File: src/rtl/bp_update_queue_if.sv
// Bundle of the push (frontend), resolve (execute) and training-update signals
// of bp_update_queue.
//
// Prediction encoding: 2 bits {valid, taken}; bit 1 is valid and bit 0 is taken.
// Update encoding: {valid, pc[VLEN-1:0], taken}; the MSB is valid and bit 0 is taken.
//
// Handshake: a push transfers on a rising clock edge only when push_valid_i and
// push_ready_o are both high. push_ready_o comes from registered state only, so
// the frontend may hold push_valid_i high while it waits. resolve_valid_i has
// no ready: a resolve is always consumed in the cycle it is presented.
interface bp_update_queue_if #(
  parameter int unsigned VLEN            = 32,
  parameter int unsigned INSTR_PER_FETCH = 2,
  parameter int unsigned DEPTH           = 8
);
  logic                                  flush_i;
  logic                                  push_valid_i;
  logic                                  push_ready_o;
  logic [VLEN-1:0]                       push_pc_i;
  logic [1:0]                            push_gbp_i;
  logic [1:0]                            push_lbp_i;
  logic                                  resolve_valid_i;
  logic [VLEN-1:0]                       resolve_pc_i;
  logic                                  resolve_taken_i;
  logic                                  resolve_mispredict_i;
  logic [VLEN+1:0]                       bht_update_o;
  logic [INSTR_PER_FETCH-1:0][1:0]       update_gbp_pred_o;
  logic [INSTR_PER_FETCH-1:0][1:0]       update_lbp_pred_o;
  logic [$clog2(DEPTH):0]                count_o;
  logic                                  pc_mismatch_o;
  logic                                  orphan_o;

  modport slave (
    input  flush_i, push_valid_i, push_pc_i, push_gbp_i, push_lbp_i,
           resolve_valid_i, resolve_pc_i, resolve_taken_i, resolve_mispredict_i,
    output push_ready_o, bht_update_o, update_gbp_pred_o, update_lbp_pred_o,
           count_o, pc_mismatch_o, orphan_o
  );

  modport master (
    output flush_i, push_valid_i, push_pc_i, push_gbp_i, push_lbp_i,
           resolve_valid_i, resolve_pc_i, resolve_taken_i, resolve_mispredict_i,
    input  push_ready_o, bht_update_o, update_gbp_pred_o, update_lbp_pred_o,
           count_o, pc_mismatch_o, orphan_o
  );
endinterface

File: src/rtl/bp_update_queue.sv
// In-order queue of the predictions used for each conditional branch. An entry
// is pushed at prediction time and popped at resolution. One cycle after the
// resolve, the queue emits the training update with the stored gbp/lbp
// predictions placed in the fetch slot of the branch.
module bp_update_queue #(
  parameter int unsigned VLEN            = 32,
  parameter bit          RVC             = 1'b1,
  parameter int unsigned INSTR_PER_FETCH = 2,
  parameter int unsigned DEPTH           = 8
) (
  input  logic             clk_i,
  input  logic             rst_ni,
  bp_update_queue_if.slave bus
);
  localparam int unsigned PW            = $clog2(DEPTH);
  localparam int unsigned CW            = PW + 1;
  localparam int unsigned OFFSET        = RVC ? 1 : 2;
  localparam int unsigned ROW_ADDR_BITS = (INSTR_PER_FETCH > 1) ? $clog2(INSTR_PER_FETCH) : 1;
  localparam logic [CW-1:0] DEPTH_C     = CW'(DEPTH);

  logic [VLEN-1:0] pc_mem  [DEPTH];
  logic [1:0]      gbp_mem [DEPTH];
  logic [1:0]      lbp_mem [DEPTH];

  logic [PW-1:0] rd_ptr_q, wr_ptr_q;
  logic [CW-1:0] count_q;

  logic                    pop, mp_pop, kill_push, push_ready, push_acc, mismatch;
  logic [ROW_ADDR_BITS-1:0] slot;
  logic [VLEN+1:0]                 update_d;
  logic [INSTR_PER_FETCH-1:0][1:0] gbp_d, lbp_d;

  // Accept/pop decisions and the update that a resolve produces this cycle
  always_comb begin
    pop        = bus.resolve_valid_i && (count_q != '0);
    mp_pop     = pop && bus.resolve_mispredict_i;
    kill_push  = bus.flush_i || (bus.resolve_valid_i && bus.resolve_mispredict_i);
    push_ready = count_q < DEPTH_C;
    push_acc   = bus.push_valid_i && push_ready && !kill_push;
    mismatch   = pop && (pc_mem[rd_ptr_q] != bus.resolve_pc_i);
    slot       = '0;
    if (RVC && (INSTR_PER_FETCH > 1)) slot = bus.resolve_pc_i[OFFSET +: ROW_ADDR_BITS];
    update_d   = '0;
    gbp_d      = '0;
    lbp_d      = '0;
    if (pop) begin
      update_d    = {1'b1, bus.resolve_pc_i, bus.resolve_taken_i};
      // A mismatched head clears valid so the chooser holds its counter
      gbp_d[slot] = {gbp_mem[rd_ptr_q][1] & ~mismatch, gbp_mem[rd_ptr_q][0]};
      lbp_d[slot] = {lbp_mem[rd_ptr_q][1] & ~mismatch, lbp_mem[rd_ptr_q][0]};
    end
  end

  // Entry storage, written on accepted pushes only
  always_ff @(posedge clk_i) begin
    if (push_acc) begin
      pc_mem[wr_ptr_q]  <= bus.push_pc_i;
      gbp_mem[wr_ptr_q] <= bus.push_gbp_i;
      lbp_mem[wr_ptr_q] <= bus.push_lbp_i;
    end
  end

  // Pointers and occupancy; flush wins, then mispredict discards the younger entries
  always_ff @(posedge clk_i or negedge rst_ni) begin
    if (!rst_ni) begin
      rd_ptr_q <= '0;
      wr_ptr_q <= '0;
      count_q  <= '0;
    end else if (bus.flush_i) begin
      rd_ptr_q <= wr_ptr_q;
      count_q  <= '0;
    end else if (mp_pop) begin
      rd_ptr_q <= rd_ptr_q + PW'(1);
      wr_ptr_q <= rd_ptr_q + PW'(1);
      count_q  <= '0;
    end else begin
      if (pop)      rd_ptr_q <= rd_ptr_q + PW'(1);
      if (push_acc) wr_ptr_q <= wr_ptr_q + PW'(1);
      case ({push_acc, pop})
        2'b10:   count_q <= count_q + CW'(1);
        2'b01:   count_q <= count_q - CW'(1);
        default: count_q <= count_q;
      endcase
    end
  end

  // Registered training outputs and one-cycle status pulses
  always_ff @(posedge clk_i or negedge rst_ni) begin
    if (!rst_ni) begin
      bus.bht_update_o      <= '0;
      bus.update_gbp_pred_o <= '0;
      bus.update_lbp_pred_o <= '0;
      bus.pc_mismatch_o     <= 1'b0;
      bus.orphan_o          <= 1'b0;
    end else begin
      bus.bht_update_o      <= update_d;
      bus.update_gbp_pred_o <= gbp_d;
      bus.update_lbp_pred_o <= lbp_d;
      bus.pc_mismatch_o     <= mismatch;
      bus.orphan_o          <= bus.resolve_valid_i && (count_q == '0);
    end
  end

  // Occupancy-derived outputs come straight from the registered count
  always_comb begin
    bus.count_o      = count_q;
    bus.push_ready_o = push_ready;
  end
endmodule

File: src/flat_wrapper.sv
// flat-port wrapper written by rule: the top's interface ports become plain ports
module bp_update_queue_flat 
#(
  parameter int unsigned VLEN            = 32,
  parameter bit          RVC             = 1'b1,
  parameter int unsigned INSTR_PER_FETCH = 2,
  parameter int unsigned DEPTH           = 8
)
  (clk_i, rst_ni, bus_flush_i, bus_push_valid_i, bus_push_pc_i, bus_push_gbp_i, bus_push_lbp_i, bus_resolve_valid_i, bus_resolve_pc_i, bus_resolve_taken_i, bus_resolve_mispredict_i, bus_push_ready_o, bus_bht_update_o, bus_update_gbp_pred_o, bus_update_lbp_pred_o, bus_count_o, bus_pc_mismatch_o, bus_orphan_o);
  bp_update_queue_if #(.VLEN(VLEN), .INSTR_PER_FETCH(INSTR_PER_FETCH), .DEPTH(DEPTH)) bus_i ();
  input  logic clk_i;
  input  logic rst_ni;
  input wire logic [$bits(bus_i.flush_i)-1:0] bus_flush_i;
  input wire logic [$bits(bus_i.push_valid_i)-1:0] bus_push_valid_i;
  input wire logic [$bits(bus_i.push_pc_i)-1:0] bus_push_pc_i;
  input wire logic [$bits(bus_i.push_gbp_i)-1:0] bus_push_gbp_i;
  input wire logic [$bits(bus_i.push_lbp_i)-1:0] bus_push_lbp_i;
  input wire logic [$bits(bus_i.resolve_valid_i)-1:0] bus_resolve_valid_i;
  input wire logic [$bits(bus_i.resolve_pc_i)-1:0] bus_resolve_pc_i;
  input wire logic [$bits(bus_i.resolve_taken_i)-1:0] bus_resolve_taken_i;
  input wire logic [$bits(bus_i.resolve_mispredict_i)-1:0] bus_resolve_mispredict_i;
  output wire logic [$bits(bus_i.push_ready_o)-1:0] bus_push_ready_o;
  output wire logic [$bits(bus_i.bht_update_o)-1:0] bus_bht_update_o;
  output wire logic [$bits(bus_i.update_gbp_pred_o)-1:0] bus_update_gbp_pred_o;
  output wire logic [$bits(bus_i.update_lbp_pred_o)-1:0] bus_update_lbp_pred_o;
  output wire logic [$bits(bus_i.count_o)-1:0] bus_count_o;
  output wire logic [$bits(bus_i.pc_mismatch_o)-1:0] bus_pc_mismatch_o;
  output wire logic [$bits(bus_i.orphan_o)-1:0] bus_orphan_o;
  assign bus_i.flush_i = bus_flush_i;
  assign bus_i.push_valid_i = bus_push_valid_i;
  assign bus_i.push_pc_i = bus_push_pc_i;
  assign bus_i.push_gbp_i = bus_push_gbp_i;
  assign bus_i.push_lbp_i = bus_push_lbp_i;
  assign bus_i.resolve_valid_i = bus_resolve_valid_i;
  assign bus_i.resolve_pc_i = bus_resolve_pc_i;
  assign bus_i.resolve_taken_i = bus_resolve_taken_i;
  assign bus_i.resolve_mispredict_i = bus_resolve_mispredict_i;
  assign bus_push_ready_o = bus_i.push_ready_o;
  assign bus_bht_update_o = bus_i.bht_update_o;
  assign bus_update_gbp_pred_o = bus_i.update_gbp_pred_o;
  assign bus_update_lbp_pred_o = bus_i.update_lbp_pred_o;
  assign bus_count_o = bus_i.count_o;
  assign bus_pc_mismatch_o = bus_i.pc_mismatch_o;
  assign bus_orphan_o = bus_i.orphan_o;
  bp_update_queue #(.VLEN(VLEN), .RVC(RVC), .INSTR_PER_FETCH(INSTR_PER_FETCH), .DEPTH(DEPTH)) u_core (.clk_i(clk_i), .rst_ni(rst_ni), .bus(bus_i));
endmodule
File: config.mk
export PLATFORM = sky130hd
export DESIGN_NAME = bp_update_queue_flat
export DESIGN_NICKNAME = d
export VERILOG_FILES = /design/src/rtl/bp_update_queue_if.sv /design/src/rtl/bp_update_queue.sv /design/src/flat_wrapper.sv
export SDC_FILE = /design/constraint.sdc
export NUM_CORES = 1
export LEC_CHECK = 0
export BUFFER_PORTS_ARGS = -buffer_cell sky130_fd_sc_hd__buf_2
export CELL_PAD_IN_SITES_DETAIL_PLACEMENT = 1
export CELL_PAD_IN_SITES_GLOBAL_PLACEMENT = 2
export CORE_MARGIN = 2
export CORE_UTILIZATION = 45
export DETAILED_ROUTE_END_ITERATION = 12
export GPL_TIMING_DRIVEN = 0
export PLACE_DENSITY_LB_ADDON = 0.1
export SYNTH_ARGS = -nofsm -noshare
export SYNTH_HDL_FRONTEND = slang
export SYNTH_SLANG_ARGS = --single-unit
File: constraint.sdc
create_clock -name clk_i -period 5.3 [get_ports clk_i]
set_clock_uncertainty 0.2 [all_clocks]
set_input_delay 1.06 -clock clk_i [delete_from_list [all_inputs] [get_ports clk_i]]
set_output_delay 1.06 -clock clk_i [all_outputs]
set_load 0.05 [all_outputs]
==> out/summary.md <==
* outcome: finished clean
* overflow left after global routing: 0
* standard cell core area: 28,900 um2
* count of inserted antenna diode cells: 0
* remaining routing DRC violations: 0
* Power per Cell Area: 537 nW/um2
* number of global-route vias before repair: 7,634
* count of TritonRoute iterations in the first routing pass: 4
* endpoints failing setup: 0
* Top-Level Pins: 124
* wire length of the first global-routing pass: 48,200 um
* clock latency on the worst-skew pair: 0.52 ns
* post-synth net total: 758
* most frequently used cell type in the post-synthesis netlist: sky130_fd_sc_hd__edfxtp_1
* predominant post-synthesis flop cell: sky130_fd_sc_hd__edfxtp_1
* Synth async-reset ratio: 0.158
* number of register bits inferred by synthesis: 342
* number of vias after detailed routing: 6,898
* number of H-tree levels: 2
* count of cell types in the netlist: 38
* antenna violations before repair: 5
* most frequent cells after synthesis: sky130_fd_sc_hd__edfxtp_1, sky130_fd_sc_hd__mux4_2, sky130_fd_sc_hd__dfrtp_1
* number of routed nets with antenna violations: 0
* maximum clock rate: 247 MHz
* filler cell count in the final layout: 2,674
* fraction of layout instances using a drive strength above 1: 0.331
* Setup CP Type: flop to flop
* pins over their slew limit: 0
* overall track demand over capacity in global routing: 0.214
* sort of element at the end of the critical path: flop
* setup TNS: 0 ns
* count of flip-flops with a built-in enable after synthesis: 288
* power consumption: 8.55 mW
* count of max-cap constraint violations: 0
* DP Worst Slack: 1.17 ns
* post-route minimum period: 4.05 ns
* final wirelength: 31,600 um
* hold_buf cts: 0
* weighted congestion at the end of routability-driven global placement: 0.746
* sort of element at the start of the critical path: flop
* Worst Path Required: 5.49 ns
* area added between synthesis and finish: 19.8%
* Worst IR Drop VDD: 0.000337 V
* DIE WIDTH: 176 um
* leakage power summed over all cells: 5.72 nW
* largest net degree at the start of global routing: 55
* final worst slack: 1.25 ns
* number of vias per cell: 5.44
* sequential group share of total power: 0.381
* CTS max path bufs: 3
* hold violation total from the final report: 0
* net switching power figure: 2.78 mW
* Post-Synthesis Cells: 678
* std cell rows: 62
* Post-Syn Area per Cell: 19.6 um2
* clock tree from TritonCTS: built
* CP Data Arrival Time: 4.25 ns
* setup fix buffers added after clock tree synthesis: 0
* maximum fanout along the worst path: 10
* # clock sinks: 342
* die area: 30,900 um2
* share of the synthesized area in the top cell type: 0.651
* clock network power share: 0.299
* part of the cycle the worst path needs: 0.764
* number of buffers added by the clock tree synthesis step: 38
* count of buffers inserted at the top-level ports: 122
* post-synthesis cell type with the largest combined area: sky130_fd_sc_hd__edfxtp_1
* Least-Margin Pin Slew: 1.11 ns
* Chip Height: 176 um
* total of cells resized after clock tree synthesis: 0
* internal power summed over all cells: 5.77 mW
* dpl cell area: 14,700 um2
* worst hold-check path type: flop to flop
* final net count: 935
* warning count from the yosys run: 0
* clock edge transition at the registers on the reported setup and hold paths: 0.06 ns
* most area-consuming cells after synthesis: sky130_fd_sc_hd__edfxtp_1, sky130_fd_sc_hd__dfrtp_1, sky130_fd_sc_hd__mux4_2
* CTS Root Cell: sky130_fd_sc_hd__clkbuf_16
* estimated wirelength of the detail-placed design: 20,400 um
* initial detailed-routing violation count: 458
* worst max-slew margin expressed relative to the limit: 0.257
* routed length per instance: 24.9 um
* synthesized area: 13,300 um2
* final cell area excluding filler cells: 15,900 um2
* Gate power share: 0.320
* RSZ-0062 raised after global routing: false
* switch share: 0.325
* sequential fraction of the synthesis area: 0.753
* effective utilization at floorplan: 0.460
[power groups by stage]
stage	sequential, mW	clock (mW)	combinational (mW)
6_report	3.26	2.56	2.73
3_3_place_gp	3.31	0	2.69
4_1_cts	3.26	2.61	2.80
3_5_place_dp	3.31	0	2.78
5_1_grt	3.28	2.72	2.95
2_1_floorplan	3.65	0	1.60
[kinds of logic after synthesis]
| logic type | count (synthesis) | share of synthesized area |
|---|---|---|
| compound gates | 37 | 0.0184 |
| fa+ha+maj | 5 | 0.00528 |
| mux | 118 | 0.143 |
| flops | 342 | 0.753 |
| xor+xnor | 31 | 0.0204 |
| simple gates | 114 | 0.0464 |
| buf+inv | 31 | 0.0132 |
[critical path: stages, from the launching register on]
cell and delay (ns):
sky130_fd_sc_hd__dfrtp_1 0.31, sky130_fd_sc_hd__clkbuf_1 0.47, sky130_fd_sc_hd__buf_1 0.65, sky130_fd_sc_hd__buf_2 0.53, sky130_fd_sc_hd__mux2i_1 0.30, sky130_fd_sc_hd__xnor2_1 0.11, sky130_fd_sc_hd__nor4_2 0.50, sky130_fd_sc_hd__nand4_1 0.42
sky130_fd_sc_hd__nor4_1 0.41
[state kept, by name, indices dropped and copies added (netlist names)]
register / count
u_core.gbp_mem: 16
u_core.bus.update_gbp_pred_o: 4
u_core.bus.update_lbp_pred_o: 4
u_core.rd_ptr_q: 3
u_core.lbp_mem: 16
u_core.bus.bht_update_o: 34
u_core.bus.pc_mismatch_o: 1
u_core.wr_ptr_q: 3
u_core.pc_mem: 256
u_core.bus.orphan_o: 1
u_core.bus.count_o: 4
[through the flow]
step | cells | utilization | hold WS [ns]
after floorplan | 678 | - | 0.299
after global placement | 1184 | 0.498 | 0.358
after detailed placement | 1199 | 0.509 | 0.350
after CTS | 1268 | 0.551 | 0.363
after global routing | 1268 | 0.551 | 0.400
final | 1268 | 0.551 | 0.357
[worst paths after layout]
check,startpoint,end,slack [ns],cells past startpoint
worst max-delay path,u_core.rd_ptr_q[2],u_core.bus.update_gbp_pred_o[3],1.25,8
worst min-delay path,u_core.wr_ptr_q[0],u_core.rd_ptr_q[0],0.36,2
worst max register to register,u_core.rd_ptr_q[2],u_core.bus.update_gbp_pred_o[3],1.25,8
worst min register to register,u_core.wr_ptr_q[0],u_core.rd_ptr_q[0],0.36,2
max in group asynchronous,rst_ni,u_core.bus.bht_update_o[31],3.93,1
min in group asynchronous,rst_ni,u_core.bus.bht_update_o[30],0.43,1
[area by class of cell]
type / count / area, um2 / share of cell area
repair buffers: 137 / 873 / 0.0549
multi-input cells: 305 / 3160 / 0.199
flip-flops and latches: 342 / 10000 / 0.628
plain buffers: 27 / 160 / 0.0101
well taps: 384 / 480 / 0.0302
clock buffers: 53 / 1090 / 0.0686
clock inverters: 16 / 131 / 0.00826
inverters: 4 / 15.0 / 0.000944
[routing by layer]
metal,part of all wire,track usage,vias up
li1,-,-,3044
met4,0.021,0.0575,6
met5,0.0011,0,-
met2,0.50,0.360,217
met3,0.068,0.0439,66
met1,0.41,0.286,3565
[layout by cell type (no fill, tap or decap), types with 5 or more instances in the layout]
cell	synthesis	layout
sky130_fd_sc_hd__xnor2_1	29	29
sky130_fd_sc_hd__buf_6	5	9
sky130_fd_sc_hd__nand2_1	17	17
sky130_fd_sc_hd__o22ai_1	9	9
sky130_fd_sc_hd__mux2i_1	44	44
sky130_fd_sc_hd__nand2b_1	6	6
sky130_fd_sc_hd__buf_12	0	5
sky130_fd_sc_hd__mux2_2	18	18
sky130_fd_sc_hd__nand4_1	5	5
sky130_fd_sc_hd__a22o_1	8	8
sky130_fd_sc_hd__or3_1	9	9
sky130_fd_sc_hd__dfrtp_1	54	54
sky130_fd_sc_hd__clkbuf_16	0	41
sky130_fd_sc_hd__edfxtp_1	288	288
sky130_fd_sc_hd__mux4_2	56	56
sky130_fd_sc_hd__clkinv_2	0	9
sky130_fd_sc_hd__nor4_1	10	10
sky130_fd_sc_hd__nor2_4	0	6
sky130_fd_sc_hd__clkbuf_1	9	19
sky130_fd_sc_hd__and2_1	33	33
sky130_fd_sc_hd__o21ai_0	13	13
sky130_fd_sc_hd__buf_2	8	129
sky130_fd_sc_hd__nor2_1	21	15
Power figures use the tool's default switching activity.
